**src/rtl/acc_pkg.sv**
```systemverilog
// Shared definitions for the streaming frame accumulator.
// Holds the two-state FSM encoding and the default operand width and frame length.
package acc_pkg;

  localparam int unsigned DEF_N     = 8;
  localparam int unsigned DEF_COUNT = 4;

  typedef enum logic {
    ACCUM = 1'b0,
    HOLD  = 1'b1
  } state_t;

endpackage

```
**src/rtl/acc_frame_adder_rca.sv**
```systemverilog
// N-bit ripple-carry adder (purely combinational).
// Ports:
//   a, b  : N-bit operands
//   cin   : carry in
//   sum   : N-bit sum, modulo 2^N
//   cout  : carry out of the most significant bit
module RippleCarryAdder_nBit #(
  parameter int unsigned N = 8
) (
  input  logic [N-1:0] a,
  input  logic [N-1:0] b,
  input  logic         cin,
  output logic [N-1:0] sum,
  output logic         cout
);

  logic [N:0] carry;

  // Full-adder chain, carry rippling from LSB to MSB.
  always_comb begin
    carry    = '0;
    sum      = '0;
    carry[0] = cin;
    for (int unsigned i = 0; i < N; i++) begin
      sum[i]     = a[i] ^ b[i] ^ carry[i];
      carry[i+1] = (a[i] & b[i]) | (carry[i] & (a[i] ^ b[i]));
    end
  end

  assign cout = carry[N];

endmodule

```
**src/rtl/acc_frame_adder.sv**
```systemverilog
// Streaming frame accumulator: sums up to COUNT N-bit operands per frame, one
// addition per cycle through a ripple-carry adder, then presents the total.
// Optional feature: define ACC_SATURATE_EN to clamp the total at all-ones on
// any carry-out; otherwise the total wraps modulo 2^N.
// Ports:
//   clk, rst              : clock, synchronous active-high reset
//   in_valid/in_ready     : operand handshake; in_data operand, in_last ends frame
//   out_valid/out_ready   : result handshake
//   out_sum               : frame total
//   out_carry             : sticky carry-out seen anywhere in the frame
//   out_count             : operands in the frame (1..COUNT)
module acc_frame_adder
  import acc_pkg::*;
#(
  parameter  int unsigned N     = DEF_N,
  parameter  int unsigned COUNT = DEF_COUNT,
  localparam int unsigned CW    = $clog2(COUNT + 1)
) (
  input  logic          clk,
  input  logic          rst,
  input  logic          in_valid,
  output logic          in_ready,
  input  logic [N-1:0]  in_data,
  input  logic          in_last,
  output logic          out_valid,
  input  logic          out_ready,
  output logic [N-1:0]  out_sum,
  output logic          out_carry,
  output logic [CW-1:0] out_count
);

  state_t        state_q, state_d;
  logic [N-1:0]  acc_q, acc_d;
  logic          ovf_q, ovf_d;
  logic [CW-1:0] cnt_q, cnt_d;
  logic [N-1:0]  add_sum;
  logic          add_cout;

  RippleCarryAdder_nBit #(.N(N)) u_adder (
    .a   (acc_q),
    .b   (in_data),
    .cin (1'b0),
    .sum (add_sum),
    .cout(add_cout)
  );

  // Next-state and accumulator update.
  always_comb begin
    state_d = state_q;
    acc_d   = acc_q;
    ovf_d   = ovf_q;
    cnt_d   = cnt_q;
    unique case (state_q)
      ACCUM: begin
        // in_ready is high throughout ACCUM, so in_valid alone is a handshake.
        if (in_valid) begin
`ifdef ACC_SATURATE_EN
          // Once saturated, further adds carry or add zero, so it stays all-ones.
          acc_d = add_cout ? {N{1'b1}} : add_sum;
`else
          acc_d = add_sum;
`endif
          ovf_d = ovf_q | add_cout;
          cnt_d = cnt_q + CW'(1);
          if ((cnt_q == CW'(COUNT - 1)) || in_last) begin
            state_d = HOLD;
          end
        end
      end
      HOLD: begin
        if (out_ready) begin
          acc_d   = '0;
          ovf_d   = 1'b0;
          cnt_d   = '0;
          state_d = ACCUM;
        end
      end
      default: state_d = ACCUM;
    endcase
  end

  // State, datapath and handshake flags; flags decode the next state so they are flops.
  always_ff @(posedge clk) begin
    if (rst) begin
      state_q   <= ACCUM;
      acc_q     <= '0;
      ovf_q     <= 1'b0;
      cnt_q     <= '0;
      in_ready  <= 1'b1;
      out_valid <= 1'b0;
    end else begin
      state_q   <= state_d;
      acc_q     <= acc_d;
      ovf_q     <= ovf_d;
      cnt_q     <= cnt_d;
      in_ready  <= (state_d == ACCUM);
      out_valid <= (state_d == HOLD);
    end
  end

  assign out_sum   = acc_q;
  assign out_carry = ovf_q;
  assign out_count = cnt_q;

endmodule

```
**config.mk**
```make
export PLATFORM = sky130hd
export DESIGN_NAME = acc_frame_adder
export DESIGN_NICKNAME = d
export VERILOG_FILES = /design/src/rtl/acc_pkg.sv /design/src/rtl/acc_frame_adder_rca.sv /design/src/rtl/acc_frame_adder.sv
export SDC_FILE = /design/constraint.sdc
export NUM_CORES = 1
export LEC_CHECK = 0
export BUFFER_PORTS_ARGS = -buffer_cell sky130_fd_sc_hd__buf_2
export CORE_MARGIN = 3
export CORE_UTILIZATION = 37
export DETAILED_ROUTE_END_ITERATION = 6
export HOLD_SLACK_MARGIN = 0.03
export PLACE_DENSITY = 0.62
export SETUP_SLACK_MARGIN = 0.1
export SLEW_MARGIN = 10
export SYNTH_ARGS = -nofsm -noshare
export SYNTH_HDL_FRONTEND = slang
export SYNTH_HIERARCHICAL = 1
export SYNTH_SLANG_ARGS = --single-unit
```
**constraint.sdc**
```tcl
create_clock -name clk -period 9.41 [get_ports clk]
set_input_delay 0 -clock clk [delete_from_list [all_inputs] [get_ports clk]]
set_output_delay 0 -clock clk [all_outputs]
set_load 0.1 [all_outputs]
```
==> impl_results.md <==
* Synth Area in Compound Gates at 13.9%
* Period minus WS final at 3740 ps
* Die footprint at 2510 um^2
* Syn nets at 94
* Crit-path max FO at 3
* Syn-to-layout area delta at 25.7%
* Post-synthesis mux area share at 2.78%
* PwrDens at 208 nW/um^2
* Asr flop ratio synth at 0%
* Port Buffer Count at 26
* Peak Freq at 267 MHz
* RSZ-0062 raised after global routing: false
* Hpwl dp at 1030 um
* Initial antenna violation count at 0
* WL final at 1370 um
* Filler Cell Count at 184
* Most common cell in the synthesized netlist: dfxtp_1
* Nets at 123
* Maximum capacitance violations at 0
* Startpoint Class: flip-flop
* RePlAce Congestion at 0.682
* Io pins at 27
* Num rows at 15
* Worst endpoint required time at 9640 ps
* Area of the multi-input gates at 372 um^2
* Synth area leader: dfxtp_1
* H-Tree Level Count at 1
* Total number of vias at 589
* Endpoint type of the worst setup path: flip-flop
* ANT cells at 0
* Vias in the first global route at 567
* Cts bufs inserted at 3
* Worst skew pair latency at 280 ps
* R2r setup slk at 5670 ps
* Root Buffer: clkbuf_4
* Mapped cell area at 719 um^2
* Grt met3 use at 5.44%
* EDFF count, synth at 0
* Met1 Track Usage GR at 15.3%
* Sink Count at 14
* Critical Path AT at 3970 ps
* YS warnings at 6
* Place WS at 5640 ps
* Ys flop type: dfxtp_1
* Worst min path class: primary input to flip-flop
* Setup Crit Path Kind: flip-flop to flip-flop
* Core box area at 1780 um^2
* FF+latch area at 280 um^2
* FF+latch count, synth at 14
* First-pass GRT wire length at 2380 um
* Status: complete, no violations
* Per-cell routed wire length at 11.0 um
* Longest Clk Path Bufs at 2
* DRC at 0
* Hold Violations, Final at 0
* Max VDD drop at 96.2 uV
* Worst Skew at 3.65 ps
* Largest net degree at the start of global routing at 15
* Via/cell ratio at 4.75
* GR peak layer: met2
* Setup violators final at 0
* Post-CTS Resized at 0
* Chip height at 50.1 um
* CTS tree: yes
* Rel. slew slack at 36.3%
* Largest family of logic cells by synthesized area: adder cells
* Tightest Pin Transition at 929 ps
* Post-synthesis cell count at 71
* Post-synth top cells: dfxtp_1, inv_1, nor2_1
* Die extent in x at 50.1 um
* Post-route ant nets at 0
* Congestion Overflow GR at 0
* Final setup TNS at 0 ps
* Adder-Cell Fraction of Synth Area at 25.7%
* # Post-CTS Setup Buffers at 0
* Clock-pin slew on the worst setup and hold paths at 90 ps
* Total global-route track usage at 12.6%
* Xor-xnor portion of the synthesized cell area at 0%
* Pleak at 0.000461 uW
* Initial Util at 40.4%
* Initial DRC Count at 12
* Final period util at 39.8%
* Sequential share of the synthesized area at 39.0%
* Met2 global-route usage at 19.8%
* Synthesized area per cell at 10.1 um^2
* Hold-fix buffers, CTS at 1
* Detailed Routing Iterations Pass 1 at 4
* Post-synth top area share at 39.0%
* Fraction of layout cells with a size suffix above 1 at 30.3%
* Distinct cells, synth at 17
* Util after Layout at 50.7%
* Synth Area in Simple Gates at 8.70%
* Setup ws final at 5670 ps
* Top cells by area, synth: dfxtp_1, fa_1, a22oi_1, inv_1, nor2_1
* Max-slew violations at 0
-- registers in the layout (all words and copies together) (netlist names) --
name and flops:
out_sum 8, in_ready 1, out_carry 1, out_count 3, state_q 1
-- worst paths after layout --
check / end / cells after the start / startpoint
max: out_sum[7] / 14 / out_sum[0]
min: out_sum[5] / 2 / rst
max reg2reg: out_sum[7] / 14 / out_sum[0]
min reg2reg: out_carry / 2 / out_carry
-- layout make-up --
| class | instances | area share, % |
|---|---|---|
| Clock buffer | 4 | 4.01 |
| Inverter | 12 | 4.98 |
| Multi-Input combinational cell | 42 | 41.1 |
| Sequential cell | 14 | 31.0 |
| Tap cell | 25 | 3.46 |
| Timing Repair Buffer | 27 | 15.5 |
-- kinds of logic after synthesis --
family,Yosys count
AO/OA/AOI/OAI,14
multiplexers,2
other,1
flip-flops,14
adder cells (fa/ha/maj),10
AND/OR/NAND/NOR,15
buffers and inverters,15
-- placed cells by master, fill, tap and decap left out --
master / n
mux2i_1: 2
dlygate4sd3_1: 1
a22oi_1: 11
buf_2: 26
clkbuf_8: 1
nand2_1: 1
o21ai_0: 1
clkbuf_4: 3
a21o_1: 1
nor2_1: 12
inv_1: 12
nor2b_1: 1
conb_1: 1
or2b_1: 1
fa_1: 8
ha_1: 2
dfxtp_1: 14
a21oi_1: 1
-- metal layers --
| metal | up-vias | part of all wire (%) |
|---|---|---|
| li1 | 281 | - |
| met1 | 288 | 43 |
| met2 | 18 | 49 |
| met3 | 2 | 6.5 |
| met4 | 0 | 0.95 |
| met5 | - | 0 |
-- critical path, stage by stage, from the launching register on --
cell,delay (ps)
dfxtp_1,340
fa_1,420
inv_1,70
fa_1,160
inv_1,50
fa_1,370
fa_1,390
fa_1,380
fa_1,390
fa_1,370
inv_1,70
fa_1,400
inv_1,60
a22oi_1,60
nor2_1,130
-- metrics by stage --
stage	area, um^2	total power [uW]	hold slack, ps	std cells
global placement	858	144	320	119
CTS	905	191	49.3	124
detailed placement	858	145	326	119
finish	905	188	47.2	124
floorplan	719	132	69.1	71
global route	905	199	51.2	124
-- power by group --
group | total [uW] | leakage [uW] | internal (uW) | switching (uW)
combinational | 73.6 | 0.000325 | 17.1 | 56.6
clock | 44.5 | 0.0000210 | 23.6 | 21.0
sequential | 69.7 | 0.000115 | 64.9 | 4.88
total | 188 | 0.000461 | 105 | 82.4
(Power assumes the default switching activity.)
